`src/rtl/sid_waveform_mixer.sv`:
```
// sid_waveform_mixer: per-voice waveform combiner between the waveform
// generator and the voice DAC. ANDs the selected noise/pulse/saw/triangle
// words, models the decaying floating DAC input when nothing is selected,
// and feeds combined-waveform bits back to the noise LFSR.

package sid;

  typedef enum logic {
    MOS6581 = 1'b0,
    MOS8580 = 1'b1
  } model_e;

  // One-hot cycle phase strobes; PHI2 marks the sample cycle.
  localparam int unsigned PHI1 = 0;
  localparam int unsigned PHI2 = 1;
  typedef logic [1:0] phase_t;

  typedef struct packed {
    logic [3:0]  selector;  // {N,P,S,T}
    logic [7:0]  noise;
    logic        pulse;
    logic [11:0] saw_tri;
  } waveform_i_t;

endpackage

module sid_waveform_mixer #(
  parameter logic [23:0] FLOAT_TTL_6581 = 24'h01_4000,
  parameter logic [23:0] FLOAT_TTL_8580 = 24'h4C_4000
) (
  input  logic              clk,
  input  logic              res,
  input  sid::model_e       model,
  input  sid::phase_t       phase,
  input  sid::waveform_i_t  wave_i,
  output logic [11:0]       wave_o,
  output logic [7:0]        noise_wb,
  output logic              noise_wb_en
);

  typedef enum logic {
    ST_DRIVEN = 1'b0,
    ST_FLOAT  = 1'b1
  } state_e;

  state_e      state_q, state_d;
  logic [23:0] age_q, age_d;
  logic [11:0] wave_q, wave_d;
  logic [7:0]  nwb_q, nwb_d;
  logic        nwb_en_q, nwb_en_d;

  logic        strobe_s;
  logic        sel_any_s;
  logic        wb_s;
  logic [11:0] tri_s, saw_s, pul_s, noi_s, mix_s;
  logic [23:0] ttl_s;
  logic [24:0] age_inc_s;
  logic        expired_s;

  // Decode the sample strobe, build component words and the AND mix.
  always_comb begin
    strobe_s  = phase[sid::PHI2];
    sel_any_s = (wave_i.selector != 4'b0000);
    wb_s      = wave_i.selector[3] && (wave_i.selector[2:0] != 3'b000);
    tri_s     = {wave_i.saw_tri[10:0], 1'b0};
    saw_s     = wave_i.saw_tri;
    pul_s     = {12{wave_i.pulse}};
    noi_s     = {wave_i.noise, 4'b0000};
    mix_s     = (wave_i.selector[0] ? tri_s : 12'hFFF)
              & (wave_i.selector[1] ? saw_s : 12'hFFF)
              & (wave_i.selector[2] ? pul_s : 12'hFFF)
              & (wave_i.selector[3] ? noi_s : 12'hFFF);
  end

  // Pick the floating-value lifetime for the current chip model and test
  // whether one more strobe reaches or passes it (a model switch can leave
  // the running age already beyond the new limit).
  always_comb begin
    case (model)
      sid::MOS6581: ttl_s = FLOAT_TTL_6581;
      sid::MOS8580: ttl_s = FLOAT_TTL_8580;
      default:      ttl_s = FLOAT_TTL_6581;
    endcase
    age_inc_s = {1'b0, age_q} + 25'd1;
    expired_s = (age_inc_s >= {1'b0, ttl_s});
  end

  // State register: all flops, synchronous reset has priority over strobes.
  always_ff @(posedge clk) begin
    if (res) begin
      state_q  <= ST_DRIVEN;
      age_q    <= 24'd0;
      wave_q   <= 12'd0;
      nwb_q    <= 8'd0;
      nwb_en_q <= 1'b0;
    end else begin
      state_q  <= state_d;
      age_q    <= age_d;
      wave_q   <= wave_d;
      nwb_q    <= nwb_d;
      nwb_en_q <= nwb_en_d;
    end
  end

  // Next state: any selected waveform drives the DAC, none lets it float.
  always_comb begin
    state_d = state_q;
    if (strobe_s) begin
      if (sel_any_s) begin
        state_d = ST_DRIVEN;
      end else begin
        state_d = ST_FLOAT;
      end
    end else begin
      state_d = state_q;
    end
  end

  // Datapath: DAC value, floating age and LFSR writeback for this strobe.
  always_comb begin
    wave_d   = wave_q;
    age_d    = age_q;
    nwb_d    = nwb_q;
    nwb_en_d = 1'b0;
    if (strobe_s) begin
      if (sel_any_s) begin
        wave_d = mix_s;
        age_d  = 24'd0;
        if (wb_s) begin
          nwb_d    = mix_s[11:4];
          nwb_en_d = 1'b1;
        end else begin
          nwb_d    = nwb_q;
          nwb_en_d = 1'b0;
        end
      end else begin
        case (state_q)
          ST_DRIVEN: begin
            // First floating strobe always holds the last driven value.
            wave_d = wave_q;
            age_d  = 24'd1;
          end
          ST_FLOAT: begin
            if (expired_s) begin
              wave_d = 12'd0;
              age_d  = ttl_s;
            end else begin
              wave_d = wave_q;
              age_d  = age_inc_s[23:0];
            end
          end
          default: begin
            wave_d = wave_q;
            age_d  = 24'd0;
          end
        endcase
      end
    end else begin
      wave_d = wave_q;
      age_d  = age_q;
    end
  end

  assign wave_o      = wave_q;
  assign noise_wb    = nwb_q;
  assign noise_wb_en = nwb_en_q;

endmodule
```
`config.mk`:
```
export PLATFORM = sky130hd
export DESIGN_NAME = sid_waveform_mixer
export DESIGN_NICKNAME = d
export VERILOG_FILES = /design/src/rtl/sid_waveform_mixer.sv
export SDC_FILE = /design/constraint.sdc
export NUM_CORES = 1
export LEC_CHECK = 0
export CORE_ASPECT_RATIO = 1.5
export CORE_MARGIN = 2
export CORE_UTILIZATION = 25
export CTS_BUF_LIST = sky130_fd_sc_hd__clkbuf_4 sky130_fd_sc_hd__clkbuf_8
export DETAILED_ROUTE_END_ITERATION = 6
export PLACE_DENSITY = 0.46
export SYNTH_ARGS = -nofsm -noshare
export SYNTH_HDL_FRONTEND = slang
export SYNTH_SLANG_ARGS = --single-unit
```
`constraint.sdc`:
```
create_clock -name clk -period 5.05 [get_ports clk]
set_input_delay 1.515 -clock clk [delete_from_list [all_inputs] [get_ports clk]]
set_output_delay 1.515 -clock clk [all_outputs]
set_load 0.005 [all_outputs]
```
==> out/results.tsv, run 1 <==
stage	metric	value	unit
critical_path	cpMaxStageDelayCell	or4b_4	
global_route	grt_pass1_vias	2428	
worst_hold_path	hp-start	wave_o[4]	
drt	drtPass1Iterations	6	
die	ios	51	
synth	netlist_top_cells_area	dfxtp_1 (37%), nor2_1 (5.1%), o2bb2ai_1 (4.5%), o21ai_0 (4.2%), a21o_1 (3.0%)	
timing	slew_headroom	59.3	%
place	hpwl	5630	um
die	die-area	10900	um2
job	maxCapViolCount	0	
drt	wirelength	7310	um
place	dp_worst_setup_slack	0.570	ns
cells_and_area	regArea	921	um2
drt	drtIter0Drc	80	
run_status	status	complete, no violations	
critical_path	critical_path_required	5.26	ns
critical_path	r2r_end	age_q[18]	
timing	fmax	237	MHz
clock_network	clk_latency	0.32	ns
die	die_width	85.8	um
synth	synth_flop_cell	dfxtp_1	
global_route	antenna_found_initial	0	
timing	worst_pin_slew	0.608	ns
critical_path	critPathCaptureType	flip-flop	
critical_path	crit_chain	ha_1 -> and3_1 -> nand2_1 -> nor2_1 -> nand2_1 -> nor2_1 -> nand4_1 -> xnor2_1 -> ha_1 -> and3_1 -> nand3_1 -> mux2i_1 -> or4b_4 -> and3_1 -> and2_1 -> a221o_1	
place	portBuffers	49	
critical_path	arrival	4.44	ns
synth	synthesis.nets	337	
clock_network	clockRootBuffer	clkbuf_8	
cells_and_area	syn2layout_area_growth	28.6	%
timing	setup-tns-final	0	ns
pwr	p_per_area	235	nW/um2
synth	syn_inst	302	
die	design.core.area	9740	um2
clock_network	htree_levels	2	
cells_and_area	diodes	0	
synth	ys_ff_latch	46	
pwr	p_leak	0.00126	uW
drt	postRouteAntennaNets	0	
global_route	grt.overflow.total	0	
synth	synth_area_per_cell	8.31	um2
synth	synthArstFlopShare	0	%
clock_network	clockBufferDepth	2	
drt	post_drt_wl_per_cell	15.8	um
global_route	grtUsageTotal	14.3	%
clock_network	post_cts_buffers	0	
clock_network	cts.clk_slew.worst_paths	0.09	ns
synth	synth_top_area_share	36.7	%
drt	vias_per_cell	5.23	
clock_network	cts_sinks	46	
clock_network	cts_resized	0	
timing	setup_viol	0	
worst_hold_path	whs_endpoint	wave_o[4]	
critical_path	max_stage_delay	0.50	ns
timing	rsz0062_at_grt	no	
pwr	peakVddDrop	121	uV
cells_and_area	multi_input_area	1440	um2
synth	yosys.area.top_type	dfxtp_1	
die	die_y	127	um
timing	hold_viol	0	
place	dp_cells	456	
timing	timing.final.crit_share	83.7	%
drt	drc_errors	0	
clock_network	hold_buffers	0	
timing	min_period	4.23	ns
global_route	grt_max_degree	21	
synth	syn_area	2510	um2
critical_path	ff2ff_path_depth	16	
critical_path	crit_path_frequent_cell	and3_1	
synth	synth-edff-count	0	
timing	slew_viol_final	0	
place	gp_congestion	0.811	
place	place_area	3120	um2
cells_and_area	fill_cells	1058	
cells_and_area	design_area	3230	um2
global_route	grt_pass1_wl	12200	um
clock_network	cts_tree	yes	
timing	setup_slack	0.825	ns
cells_and_area	instances_no_fill	464	
critical_path	r2r-start	age_q[0]	
synth	ys.warnings.count	0	
cells_and_area	drive_gt1_share	6.59	%
critical_path	start_kind	flip-flop	
worst_hold_path	hold_path_depth	1	
die	rows	44	
clock_network	cts_made_buffers	5	
critical_path	crit_fanout	10	
critical_path	worstSetupPathType	flip-flop to flip-flop	
synth	synth_cell_type_count	53	
synth	synth.yosys.seq_area_share	36.7	%
timing	clock-skew-final	0.0105	ns
worst_hold_path	hold_class	flip-flop to flip-flop	
die	initial_core_util	25.8	%
cells_and_area	nets	383	
critical_path	reg2reg_slack	0.82	ns
cells_and_area	post-route-util	33.1	%
drt	dr_total_vias	2426	
## kinds of logic (layout without fill, tap and decap cells)
| group | Yosys count | count (layout) | synth area share [%] |
|---|---|---|---|
| AND/OR/NAND/NOR | 109 | 109 | 23.7 |
| AO/OA/AOI/OAI | 95 | 95 | 26.9 |
| flip-flops | 46 | 46 | 36.7 |
| buffers and inverters | 36 | 83 | 5.93 |
| XOR/XNOR | 8 | 8 | 2.79 |
| adder cells (fa/ha/maj) | 5 | 5 | 2.49 |
| multiplexers | 3 | 3 | 1.45 |
## per-stage QoR
step	hold WS (ns)	power, uW
final	0.473	759
after global routing	0.491	793
after CTS	0.478	772
after detailed placement	0.445	476
after global placement	0.444	477
after floorplan	0.456	423
## synthesized netlist by cell type (2+ instances only)
cell type / n
dfxtp_1: 46
nor2_1: 34
o21ai_0: 21
inv_1: 20
nand3_1: 14
o2bb2ai_1: 13
nand2_1: 11
a21o_1: 10
a21oi_1: 10
clkbuf_1: 10
a2bb2oi_1: 8
and3_1: 8
nor3_1: 8
o211ai_1: 8
nand4_1: 6
xor2_1: 6
buf_2: 5
ha_1: 5
nor4_1: 5
o22ai_1: 5
and4_1: 4
a221o_1: 3
a31oi_1: 3
a22o_1: 2
a31o_2: 2
and2_1: 2
nand2b_1: 2
nand4b_1: 2
nor3b_1: 2
o31a_1: 2
or3_1: 2
xnor2_1: 2
## placed cells by master, fill, tap and decap left out, drive strengths merged, types with 3 or more instances in the layout
cell           count
clkdlybuf4s50     49
dfxtp             46
nor2              34
o21ai             21
inv               21
nand3             14
o2bb2ai           13
nand2             11
a21oi             10
a21o              10
and3               8
a2bb2oi            8
o211ai             8
nor3               8
nand4              7
xor2               6
buf                6
nor4               6
o22ai              5
ha                 5
clkbuf             5
and4               5
a31oi              3
a221o              3
and2               3
## layer usage
layer | track usage [%] | routed length [um]
met1 | 14.4 | 2710
met2 | 27.2 | 4040
met3 | 3.71 | 376
met4 | 6.07 | 183
met5 | 0 | 0
## final cells by class
type | instances | area share [%]
Clock buffer | 5 | 2.13
Clock inverter | 3 | 1.36
Inverter | 20 | 2.33
Multi-Input combinational cell | 220 | 44.6
Sequential cell | 46 | 28.5
Tap cell | 115 | 4.46
Timing Repair Buffer | 55 | 16.6
## report_power, final
group	total, uW	switching (uW)	internal, uW
Sequential	375	4.45	371
Combinational	92.1	43.1	49.0
Clock	292	143	149
## worst max path at each step
stage	startpoint	end	slack (ns)	depth (start not counted)
5_1_grt	age_q[1]	age_q[9]	0.39	17
3_5_place_dp	model	age_q[19]	0.57	10
2_1_floorplan	model	age_q[16]	1.44	10
3_3_place_gp	model	age_q[18]	0.54	10
4_1_cts	age_q[0]	age_q[19]	0.77	16
6_report	age_q[0]	age_q[18]	0.82	16
## critical path: cells and delay by family, from the launching register on
kind            cells  cell delay, ns
simple gates       11            2.52
fa+ha+maj           2            0.50
flops               1            0.42
compound gates      1            0.31
mux                 1            0.20
xor+xnor            1            0.19
## registers in the layout, summed over array words and instances (netlist names)
name,count
age_q,24
noise_wb_en,1
state_q,1
wave_o,12
noise_wb,8
Note: power is estimated with default switching activity, not from simulation.
==> run 2, diff against run 1 <==
Settings changed: PLACE_DENSITY 0.46 to 0.47.
Clock period 5.05 ns to 3.4 ns, I/O delays scaled along.
==> run 2 against run 1 <==
  * The run now ends with setup timing left
  * Global-route usage up 1.5 points
  * Core utilization up 6.9 points
  * Flip-flop and latch count unchanged
  * Combinational power up 63%
  * Total power up 41%
  * Clock-buffer cell count unchanged
  * Sequential power up 49%
  * Die area unchanged
  * Cell count up 12%
  * Worst hold slack better by 0.0031 ns
  * Sequential share of layout area down 4.8 points
  * Register-to-register slack worse by 0.96 ns
  * Critical path type unchanged
==> out/results.tsv, run 2 (synthesis gave the netlist of run 1 again) <==
stage	metric	value	unit	change
cells_and_area	top_register	age_q		unchanged
pwr	p_leak	0.00164	uW	was 0.00126 uW
global_route	grt_pass1_wl	13500	um	was 12200 um
timing	clock-skew-final	0.00964	ns	was 0.0105 ns
timing	min_period	3.54	ns	was 4.23 ns
cells_and_area	syn2layout_area_growth	55.3	%	was 28.6%
critical_path	worstSetupPathType	flip-flop to flip-flop		unchanged
cells_and_area	instances_no_fill	518		was 464
die	rows	44		unchanged
cells_and_area	fill_cells	986		was 1058
drt	dr_total_vias	2670		was 2426
timing	setup_slack	-0.136	ns	was 0.825 ns
clock_network	hold_buffers	0		unchanged
global_route	grt_max_degree	18		was 21
run_status	violations	setup timing		
drt	vias_per_cell	5.15		was 5.23
cells_and_area	diodes	0		unchanged
clock_network	clockBufferDepth	2		unchanged
critical_path	arrival	3.75	ns	was 4.44 ns
timing	slew_viol_final	0		unchanged
pwr	peakVddDrop	258	uV	was 121 uV
global_route	antenna_found_initial	0		unchanged
clock_network	cts_made_buffers	5		unchanged
drt	drc_errors	0		unchanged
timing	fmax	283	MHz	was 237 MHz
critical_path	critPathCaptureType	flip-flop		unchanged
place	place_area	3480	um2	was 3120 um2
clock_network	cts_sinks	46		unchanged
cells_and_area	design_area	3900	um2	was 3230 um2
die	die-area	10900	um2	unchanged
global_route	grt_pass1_vias	2756		was 2428
clock_network	clk_latency	0.31	ns	was 0.32 ns
clock_network	clockRootBuffer	clkbuf_8		unchanged
place	gp_congestion	0.809		was 0.811
place	hpwl	6160	um	was 5630 um
drt	drtIter0Drc	117		was 80
clock_network	cts.clk_slew.worst_paths	0.10	ns	was 0.09 ns
die	initial_core_util	25.8	%	unchanged
run_status	status	finished with violations		was complete, no violations
timing	worst_pin_slew	0.729	ns	was 0.608 ns
critical_path	crit_fanout	7		was 10
job	maxCapViolCount	0		unchanged
critical_path	start_kind	flip-flop		unchanged
clock_network	htree_levels	2		unchanged
critical_path	critical_path_required	3.62	ns	was 5.26 ns
timing	slew_headroom	51.2	%	was 59.3%
clock_network	cts_tree	yes		unchanged
global_route	grt.overflow.total	0		unchanged
place	dp_cells	496		was 456
die	design.core.area	9740	um2	unchanged
timing	setup_viol	17		was 0
timing	rsz0062_at_grt	yes		was no
cells_and_area	largest_reg_flops	24		unchanged
drt	drtPass1Iterations	6		unchanged
cells_and_area	nets	437		was 383
die	ios	51		unchanged
timing	timing.final.crit_share	104	%	was 83.7%
die	die_width	85.8	um	unchanged
cells_and_area	final_cell_mix	buf_4 (51), clkdlybuf4s50_1 (49), dfxtp_1 (44)		was clkdlybuf4s50_1 (49), dfxtp_1 (46), nor2_1 (34)
worst_hold_path	hold_class	flip-flop to flip-flop		unchanged
drt	postRouteAntennaNets	0		unchanged
drt	post_drt_wl_per_cell	16.2	um	was 15.8 um
drt	wirelength	8410	um	was 7310 um
cells_and_area	drive_gt1_share	27.3	%	was 6.59%
die	die_y	127	um	unchanged
cells_and_area	layout_commonest_cell	buf_4		was clkdlybuf4s50_1
place	portBuffers	49		unchanged
global_route	grtUsageTotal	15.8	%	was 14.3%
pwr	p_per_area	275	nW/um2	was 235 nW/um2
timing	hold_viol	0		unchanged
==> run 2: cell types whose count changed in the layout (fill, tap and decap cells not counted), sizes merged <==
cell,delta
clkbuf,+2
bufinv,-1
clkinvlp,+1
buf,+52
==> run 2: repair_timing <==
item	4_1_cts	5_1_grt
endpoints found under the setup margin	32	35
pin swaps	13	27
resized for setup	11	33
gates cloned	1	2
hold endpoints to repair	0	0
buffers inserted	5	6
==> run 2: area by class of cell <==
class | instances | area, um2 | share of cell area, %
inverter | 20 | 75.1 | 1.93
sequential | 46 | 923 | 23.7
timing repair buffer | 109 | 1040 | 26.6
clock inverter | 3 | 25.0 | 0.642
multi-input combinational | 220 | 1630 | 41.7
clock buffer | 5 | 68.8 | 1.77
tap | 115 | 144 | 3.69
==> run 2: path summary, 6_finish.rpt <==
path	from	end	slack, ns	cells after the start
hold reg to reg	wave_o[3]	wave_o[3]	0.48	1
setup / recovery	age_q[0]	age_q[17]	-0.14	18
setup reg to reg	age_q[0]	age_q[17]	-0.14	18
hold / removal	wave_o[3]	wave_o[3]	0.48	1
==> run 2: through the flow <==
step	utilization [%]	setup WS (ns)	hold slack (ns)	power [uW]	TNS [ns]
floorplan	-	0.00202	0.456	629	0
global placement	35.7	-0.349	0.444	715	-7.64
detailed placement	35.7	-0.341	0.451	715	-7.32
CTS	37.6	-0.107	0.477	1090	-1.46
global route	40.0	-0.298	0.493	1130	-6.45
finish	40.0	-0.136	0.476	1070	-1.30
==> run 2: critical path, cell delays in order, from the launching register on <==
cell	delay (ns)
dfxtp_2	0.36
ha_4	0.13
and3_4	0.20
nand2_4	0.06
nor2_4	0.11
nand2_4	0.07
nor2_4	0.15
nand4_1	0.17
xnor2_2	0.20
ha_1	0.30
and3_4	0.19
nand3_2	0.06
mux2i_2	0.18
or4b_4	0.50
nand4_1	0.17
buf_4	0.15
buf_12	0.11
o21ai_2	0.05
mux2_4	0.26
==> run 2: where the power goes <==
| group | internal [uW] | switching, uW | leakage, uW |
|---|---|---|---|
| registers | 550 | 6.40 | 0.000374 |
| clock network | 149 | 215 | 0.0000447 |
| logic | 81.4 | 68.5 | 0.00122 |
| total | 781 | 290 | 0.00164 |
==> run 2: per-layer routing <==
layer,vias to the layer above,part of all wire [%],GRT usage (%)
li1,1327,-,-
met1,1249,36,15.7
met2,75,56,30.5
met3,19,5.3,3.25
met4,0,3.5,7.38
met5,-,0,0
==> RTL edit (flow settings as in run 1) <==
Set the parameter `FLOAT_TTL_6581` to 24'h010000 (it was 24'h01_4000).
--- a/src/rtl/sid_waveform_mixer.sv
+++ b/src/rtl/sid_waveform_mixer.sv
@@ -25,7 +25,7 @@
 endpackage
 
 module sid_waveform_mixer #(
-  parameter logic [23:0] FLOAT_TTL_6581 = 24'h01_4000,
+  parameter logic [23:0] FLOAT_TTL_6581 = 24'h010000,
   parameter logic [23:0] FLOAT_TTL_8580 = 24'h4C_4000
 ) (
   input  logic              clk,
Behaviour: no difference found for any inputs over 10 cycles, from zero or initial values; that may be too few to reach the edited logic, so the function may still have changed.
==> RTL edit against run 1 <==
- wire length increased by 19%
- final area is 13% higher
- sequential cell count did not move
- setup slack lost 0.25 ns
- core utilization decreased by 1.7 points
- largest power group unchanged
- power down 2.5%
- synthesized area grew 19%
- count of clock-buffer cells in the layout is the same
- sequential share of layout area fell by 3.3 points
- critical path depth fell by 1
- global-route usage down 0.26 points
- hold slack better by 0.024 ns
==> RTL edit: results (changes against run 1) <==
Global route
  – Vias in the first global route: 2859 (+18%)
  – Total GRT Usage: 0.141 (-0.00258)
  – Global-route wire length before repair: 14.3 mm (+17%)
  – Largest net degree at the start of global routing: 42 (+100%)

Detailed routing
  – Routed WL: 8.69 mm (+19%)
  – Vias per Instance: 5.23 (about the same)
  – Router iterations before antenna repair: 4 (-2)
  – Initial drt markers: 113 (+41%)
  – DR WL/cell: 15.4 µm (-2.0%)

Placement
  – Placed cell area: 3550 µm² (+14%)
  – DP Wirelength: 6.67 mm (+19%)
  – Dpl cells: 555 (+22%)
  – DP Worst Slack: 0.503 ns (-0.0671 ns)
  – Routability congestion estimate: 0.844 (+4.0%)

Cells and area
  – Fillers: 1239 (+17%)
  – # nets final: 448 (+17%)
  – Layout cells sized above 1: 0.0872 (+0.0213)
  – Area occupied by multi-input gates: 1790 µm² (+24%)

Synth
  – Mapped Cells: 378 (+25%)
  – Synth cell count leaders: dfxtp_1, nor2_1, a21oi_1
  – Syn_nets: 414 (+23%)
  – Synth area leaders: dfxtp_1, a21oi_1, nor2_1
  – Yosys cell types: 65 (+23%)
  – Sequential share of the synthesized area: 0.308 (-0.0586)

Clock tree
  – Clk_lat worst skew: 0.32 ns (about the same)
  – Register clock-pin slew on the reported worst setup and hold paths: 0.11 ns (+0.02 ns)

Setup path
  – Slowest stage cell, crit path: a2111oi_4
  – Worst Path Arrival: 4.72 ns (+0.28 ns)
  – CP max stage delay: 0.65 ns (+0.15 ns)
  – Crit-path max FO: 14 (+4)

STA
  – Final Hold Fails: 0 (unchanged)
  – Skew final: 0.0130 ns (+0.00256 ns)
  – Relative slew slack: 0.255 (-0.338)

Power
  – Sw frac: 0.285 (+0.0333)
  – Maximum resistive drop on vdd: 0.182 mV (+50%)
  – Pwr Total: 0.000740 W (-2.5%)
  – Clk power: 0.000255 W (-13%)
  – LEAKAGE: 1.29 nW (+1.9%)
  – Flop pwr share: 0.507 (+0.013)

Status
  – Status: finished, final reports clean
RTL edit: kinds of logic after synthesis:
logic type	count (synthesis)	share of synthesized area
and+or+nand+nor	135	0.242
AOI/OAI and AO/OA	118	0.284
buffers and inverters	59	0.0963
DFF	46	0.308
xor gates and xnor gates	12	0.0377
adders and majority gates	6	0.0251
muxes	2	0.00670
RTL edit: layout make-up:
class	instances	share of cell area
Sequential cell	46	0.252
Inverter	29	0.0298
Timing Repair Buffer	57	0.151
Clock inverter	3	0.00720
Multi-Input combinational cell	273	0.489
Tap cell	150	0.0514
Clock buffer	5	0.0189
RTL edit: worst paths after layout:
check | endpoint | from | cells past startpoint | slack [ns]
max | age_q[8]$_SDFFE_PP0P_ | age_q[0]$_SDFFE_PP0P_ | 15 | 0.58
min | age_q[23]$_SDFFE_PP0P_ | age_q[23]$_SDFFE_PP0P_ | 1 | 0.50
max reg2reg | age_q[8]$_SDFFE_PP0P_ | age_q[0]$_SDFFE_PP0P_ | 15 | 0.58
min reg2reg | age_q[23]$_SDFFE_PP0P_ | age_q[23]$_SDFFE_PP0P_ | 1 | 0.50
RTL edit: metal layers:
| metal | vias to the layer above | part of all wire | global-route usage |
|---|---|---|---|
| met5 | - | 0 | 0 |
| met1 | 1396 | 0.39 | 0.146 |
| met3 | 20 | 0.047 | 0.0326 |
| met2 | 72 | 0.52 | 0.255 |
| met4 | 0 | 0.047 | 0.0825 |
| li1 | 1456 | - | - |
RTL edit: worst max-delay path: cells and delay by family, from the launching register on:
family                   cells  cell delay, ns
adder cells (fa/ha/maj)      2            0.66
buffers and inverters        1            0.31
flip-flops                   1            0.44
AO/OA/AOI/OAI                5            1.10
AND/OR/NAND/NOR              6            1.66
XOR/XNOR                     1            0.23
